--- src/rtl/counter_gate_ctrl.sv ---
// Gated event counter controller: counts synchronized rising edges of evt during
// a programmable gate window and hands the result over with a valid/ack handshake.
module counter_gate_ctrl #(
  parameter int unsigned WIDTH  = 30,
  parameter int unsigned GATE_W = 24
) (
  input  logic              clk,
  input  logic              rst_n,
  input  logic              start,
  input  logic              abort,
  input  logic [GATE_W-1:0] gate_len,
  input  logic              evt,
  output logic              gate,
  output logic              busy,
  output logic [WIDTH-1:0]  result,
  output logic              ovf,
  output logic              res_valid,
  input  logic              res_ack
);

  typedef enum logic [1:0] {
    S_IDLE,
    S_ARM,
    S_GATE,
    S_DONE
  } state_e;

  localparam logic [WIDTH-1:0] COUNT_MAX = '1;

  state_e              state_q;
  logic [GATE_W-1:0]   timer_q;
  logic [WIDTH-1:0]    count_q, count_d;
  logic                ovf_q, ovf_d;
  logic                gate_q, busy_q, res_valid_q;
  logic [WIDTH-1:0]    result_q;
  logic                sync1_q, sync2_q, sync3_q;
  logic                evt_edge;
  logic [GATE_W-1:0]   gate_len_eff;

  // NOTE: sync1/sync2 form the metastability synchronizer; sync3 only delays
  // sync2 so the rising edge can be detected on clean, already-synchronized data.
  always_ff @(posedge clk or negedge rst_n) begin
    if (!rst_n) begin
      sync1_q <= 1'b0;
      sync2_q <= 1'b0;
      sync3_q <= 1'b0;
    end else begin
      sync1_q <= evt;
      sync2_q <= sync1_q;
      sync3_q <= sync2_q;
    end
  end

  assign evt_edge     = sync2_q & ~sync3_q;
  assign gate_len_eff = (gate_len == '0) ? GATE_W'(1) : gate_len;

  // NOTE: every signal written here gets a default first so no latch is inferred.
  always_comb begin
    count_d = count_q;
    ovf_d   = ovf_q;
    if (evt_edge) begin
      if (count_q == COUNT_MAX) ovf_d   = 1'b1;
      else                      count_d = count_q + WIDTH'(1);
    end
  end

  // NOTE: sequential state uses non-blocking assignments only, so every flop
  // samples the pre-edge value of every other flop.
  always_ff @(posedge clk or negedge rst_n) begin
    if (!rst_n) begin
      state_q     <= S_IDLE;
      timer_q     <= '0;
      count_q     <= '0;
      ovf_q       <= 1'b0;
      gate_q      <= 1'b0;
      busy_q      <= 1'b0;
      res_valid_q <= 1'b0;
      result_q    <= '0;
    end else if (abort) begin
      // Abort outranks start, ack and gate expiry; result keeps the last value.
      state_q     <= S_IDLE;
      gate_q      <= 1'b0;
      busy_q      <= 1'b0;
      res_valid_q <= 1'b0;
    end else begin
      case (state_q)
        S_IDLE: begin
          if (start) begin
            state_q <= S_ARM;
            busy_q  <= 1'b1;
          end
        end
        S_ARM: begin
          count_q <= '0;
          ovf_q   <= 1'b0;
          timer_q <= gate_len_eff;
          gate_q  <= 1'b1;
          state_q <= S_GATE;
        end
        S_GATE: begin
          count_q <= count_d;
          ovf_q   <= ovf_d;
          timer_q <= timer_q - GATE_W'(1);
          if (timer_q == GATE_W'(1)) begin
            // Latch count_d so an edge on the final gate cycle is included.
            result_q    <= count_d;
            res_valid_q <= 1'b1;
            gate_q      <= 1'b0;
            state_q     <= S_DONE;
          end
        end
        S_DONE: begin
          if (res_ack && res_valid_q) begin
            res_valid_q <= 1'b0;
            busy_q      <= 1'b0;
            state_q     <= S_IDLE;
          end
        end
        default: state_q <= S_IDLE;
      endcase
    end
  end

  assign gate      = gate_q;
  assign busy      = busy_q;
  assign result    = result_q;
  assign ovf       = ovf_q;
  assign res_valid = res_valid_q;

endmodule

--- config.mk ---
export PLATFORM = sky130hd
export DESIGN_NAME = counter_gate_ctrl
export DESIGN_NICKNAME = d
export VERILOG_FILES = /design/src/rtl/counter_gate_ctrl.sv
export SDC_FILE = /design/constraint.sdc
export NUM_CORES = 1
export LEC_CHECK = 0
export CORE_MARGIN = 2
export CORE_UTILIZATION = 57
export DETAILED_ROUTE_END_ITERATION = 6
export PLACE_DENSITY = 0.81
export SYNTH_ARGS = -nofsm -noshare
export SYNTH_HDL_FRONTEND = slang
export SYNTH_SLANG_ARGS = --single-unit
--- constraint.sdc ---
create_clock -name clk -period 2.8 [get_ports clk]
set_input_delay 0.42 -clock clk [delete_from_list [all_inputs] [get_ports clk]]
set_output_delay 0.42 -clock clk [all_outputs]
set_load 0.02 [all_outputs]
# After elaboration in Yosys (flattened, before gate mapping)
# Index checks and enable logic that the tools add are counted.
totals:
  register_bits: 93
  output_inout_bits: 34
classes:
  n_addsub: 2
  eq_ne: 10
  mux: 23
  bitwise: 3
  reduce_logical: 14
ops:
  columns: ["cell", "count"]
  rows:
  - ["30-bit two-way mux", 2]
  - ["30-bit case mux with 2 select lines", 1]
  - ["24-bit case mux with 2 select lines", 1]
  - ["30-bit by 1-bit adder with 30-bit output (second input constant)", 1]
  - ["30-bit equality test (second input constant)", 1]
  - ["24-bit by 1-bit equality test with 1-bit output (second input constant)", 1]
  - ["24-bit zero test", 1]
  - ["24-bit two-way mux", 1]
  - ["24-bit by 1-bit subtractor with 24-bit output (second input constant)", 1]
  - ["3-bit AND reduction", 4]
  - ["1-bit two-way mux", 9]
  - ["3-bit != test (second input constant)", 3]
  - ["3-bit nonzero test", 3]
  - ["2-bit two-way mux", 4]
  - ["1-bit case mux with 2 select lines", 4]
  - ["2-bit case mux with 4 select lines", 1]
  - ["2-bit equality test (second input constant)", 2]
  - ["2-bit != test (second input constant)", 2]
  - ["2-bit AND reduction", 2]
  - ["4-bit AND reduction", 1]
  - ["2-bit by 1-bit equality test with 1-bit output (second input constant)", 1]
  - ["2-bit zero test", 1]
  - ["1-bit inverter", 2]
  - ["2-bit nonzero test", 1]
  - ["other kinds (2)", 2]

# Longest topological paths before layout
depth:
  depth_word: 4
  depth_mapped: 9
  ltp_nobuf: 7

# Least setup slack after synthesis
# OpenSTA, ideal clock, no wires.
synth_timing:
  kind: "register to register"
  from: "register timer_q[12]"
  to: "register result_q[0] (netlist: result[0])"
  setup_ps: 121
  arrival_time_ps: 2392
  t_required_ps: 2679
  slack_ps: 287
  path_stages_with_launch: 9
  path_buffers: 3
  path_cell_list: "dfrtp_1 or4_4 or4_1 buf_6 or4_4 buf_6 buf_6 nand2_1 o21ai_1"
synth_between:
  elab_chain_len: 2
synth_lines:
  columns: ["item", "line", "rtl"]
  rows:
  - ["start, declared", "31", "logic [GATE_W-1:0] timer_q;"]
  - ["start signal, assigned", "96", "timer_q <= gate_len_eff;"]
  - ["start signal, assigned", "103", "timer_q <= timer_q - GATE_W'(1);"]
  - ["24-bit by 1-bit equality test with 1-bit output", "104", "if (timer_q == GATE_W'(1)) begin"]
  - ["3-bit AND reduction (no line)", null, null]
  - ["end signal, assigned", "106", "result_q <= count_d;"]
  - ["end, declared", "35", "logic [WIDTH-1:0] result_q;"]
# Every way passes these cells.
# A chain may end at the register's enable or synchronous reset.

# Final worst setup path
layout_timing:
  from: "register timer_q[12]"
  to: "register result_q[9] (netlist: result[9])"
# The elaborated chain is that of the path after synthesis.

==> qor.txt <==
crit path time final - 2.60 ns
CTS tree - done
Final Skew - 0.0127 ns
share of cells above drive strength 1 - 9.49%
share of the clock period used by the worst path - 92.9%
CP startpoint kind - flip-flop
storage element area - 2330 um^2
hold buffers post-CTS - 0
placed cells - 802
vias - 5047
unrepaired setup endpoints after global routing - false
final slew viol count - 0
Sum Neg Setup Slack - 0 ns
number of placement rows - 36
fmax - 0.384 GHz
synth top area cells - dfrtp_1, nand2_1, mux2i_1, a21oi_1, o21ai_0
first-pass GRT wire length - 22.2 mm
Via density - 6.17
GRT Overall Usage - 26.7%
Worst setup EP type - flip-flop
Distinct cells, synth - 51
Synth area leader - dfrtp_1
Clock Path Buffers - 2
Main synth FF type - dfrtp_1
routed len/inst - 16.5 um
static leakage - 0.00248 uW
antenna diode count - 0
1st-iter DRT viols - 301
I/O Buffers - 63
Final Hold Fails - 0
Resize count post-CTS - 0
area of the multi-input gates - 2980 um^2
RD Place Congestion - 0.901
synthesized net count - 678
placed wire-length estimate - 9.62 mm
Post-synth EDFFs - 0
Post-Syn Instances - 640
Worst-Margin Slew - 0.641 ns
VDD IR max - 0.449 mV
Clk Tree Root Cell - clkbuf_8
Area after DPL - 6320 um^2
Final Cell Area - 6520 um^2
H-tree Lvls - 3
CTS Sinks - 93
Syn-to-layout area delta - 16.4%
Pre-antenna DRT Iters - 5
Worst Path Max Fanout - 42
# DRC - 0
largest net degree at the start of global routing - 53
sequential area share after synthesis - 41.6%
Hold Path Class - input pin to asynchronous set/reset pin
post-synth top area share - 41.6%
initial antenna violation count - 0
clock latency at the later pin of the worst-skew pair - 0.38 ns
Worst slew margin - 56.9%
DIE HEIGHT - 103 um
Die W - 103 um
setup repair bufs after CTS - 0
Fillers - 821
floorplan core area - 9640 um^2
vias in the first global route - 4700
post-synthesis register bit count - 93
Mean Syn Cell Area - 8.75 um^2
maxcap violations - 0
Antenna Nets Post-Route - 0
Num CTS Buffers - 9
drt total wl - 13.5 mm
DIE AREA - 10600 um^2
asr flop ratio synth - 100%
# IOs - 64
final setup vio count - 0
Initial Utilization - 58.1%
mapped cell area - 5600 um^2
GRT overflow - 0
Non-Filler Instances - 818
Critical Path RT - 3.05 ns
status - finished clean
Setup CP Type - flip-flop to flip-flop
most common cell after layout, fill and taps aside - dfrtp_1
PwrDens - 687 nW/um^2
clock input transition at the sequential cells of the worst setup and hold paths - 0.10 ns
warnings from Yosys - 0
Critical Path AT - 2.85 ns
most frequent cells in the layout - dfrtp_1, nand2_1, clkdlybuf4s50_1
fin nets - 718
## critical path, cell delays in order (launching register included)
cell and delay [ns]:
dfrtp_1 0.41, or4_4 0.56, or4_1 0.44, or4_4 0.79
nand2_1 0.18, o21ai_2 0.06
## layout make-up
class | count | area share [%]
multi-input cells | 479 | 45.8
flip-flops and latches | 93 | 35.7
repair buffers | 83 | 12.1
well taps | 133 | 2.55
clock buffers | 9 | 1.90
clock inverters | 7 | 1.13
inverters | 14 | 0.806
## cells by family (layout without fill, tap and decap cells)
family	Yosys count	in the layout	share of synthesized area (%)
xor gates and xnor gates	21	21	3.29
muxes	29	29	5.19
DFF	93	93	41.6
and+or+nand+nor	251	251	22.8
adders and majority gates	8	8	1.79
AOI/OAI and AO/OA	170	170	19.9
buffers and inverters	68	113	5.50
## where the power goes
| part | internal [uW] | switching, uW |
|---|---|---|
| Clock | 417 | 500 |
| Sequential | 1600 | 361 |
| Combinational | 629 | 971 |
| Total | 2650 | 1830 |
## layer usage
metal	GRT usage, %	routed length (um)
met3	5.15	754
met2	45.1	6790
met1	34.2	5750
met4	10.0	218
met5	0	0
## worst paths after layout
check | start | end | slack, ns | cells after the start
setup / recovery | timer_q[12] | result[9] | 0.20 | 5
min in group clk | sync1_q | sync2_q | 0.36 | 0
setup reg to reg | timer_q[12] | result[9] | 0.20 | 5
hold / removal | rst_n | count_q[17] | 0.02 | 1
hold reg to reg | sync1_q | sync2_q | 0.36 | 0
max in group asynchronous | rst_n | timer_q[12] | 2.11 | 2
## cell usage after synthesis, drive strengths merged, types with 2 or more instances
master	count
nand3	21
clkbuf	43
o211a	2
buf	11
o31ai	7
o41ai	3
dfrtp	93
o21ai	58
nand2	80
a211o	3
a31oi	8
o211ai	6
and2	2
or3	14
ha	8
nand4	24
or4	10
inv	14
nor2b	3
xnor2	19
mux2i	29
and4	5
o22ai	22
o311ai	7
nor3	16
a211oi	8
nor2	42
nor4	22
xor2	2
a221o	2
and3	7
a21oi	37
a2bb2oi	2
## through the flow
step	hold slack (ns)	setup slack [ns]	util, %	total power [uW]
6_report	0.0198	0.198	67.6	4480
5_1_grt	0.0721	0.0495	67.6	4770
4_1_cts	0.0353	0.192	67.6	4480
3_5_place_dp	0.336	0.198	65.6	3550
3_3_place_gp	0.331	0.247	65.6	3460
2_1_floorplan	0.124	0.287	-	3050
## flip-flops by register name (all words and copies together) (netlist names)
name	count
sync3_q	1
result	30
state_q	2
ovf	1
busy	1
gate	1
sync1_q	1
res_valid	1
sync2_q	1
timer_q	24
count_q	30
Power figures use the tool's default switching activity.
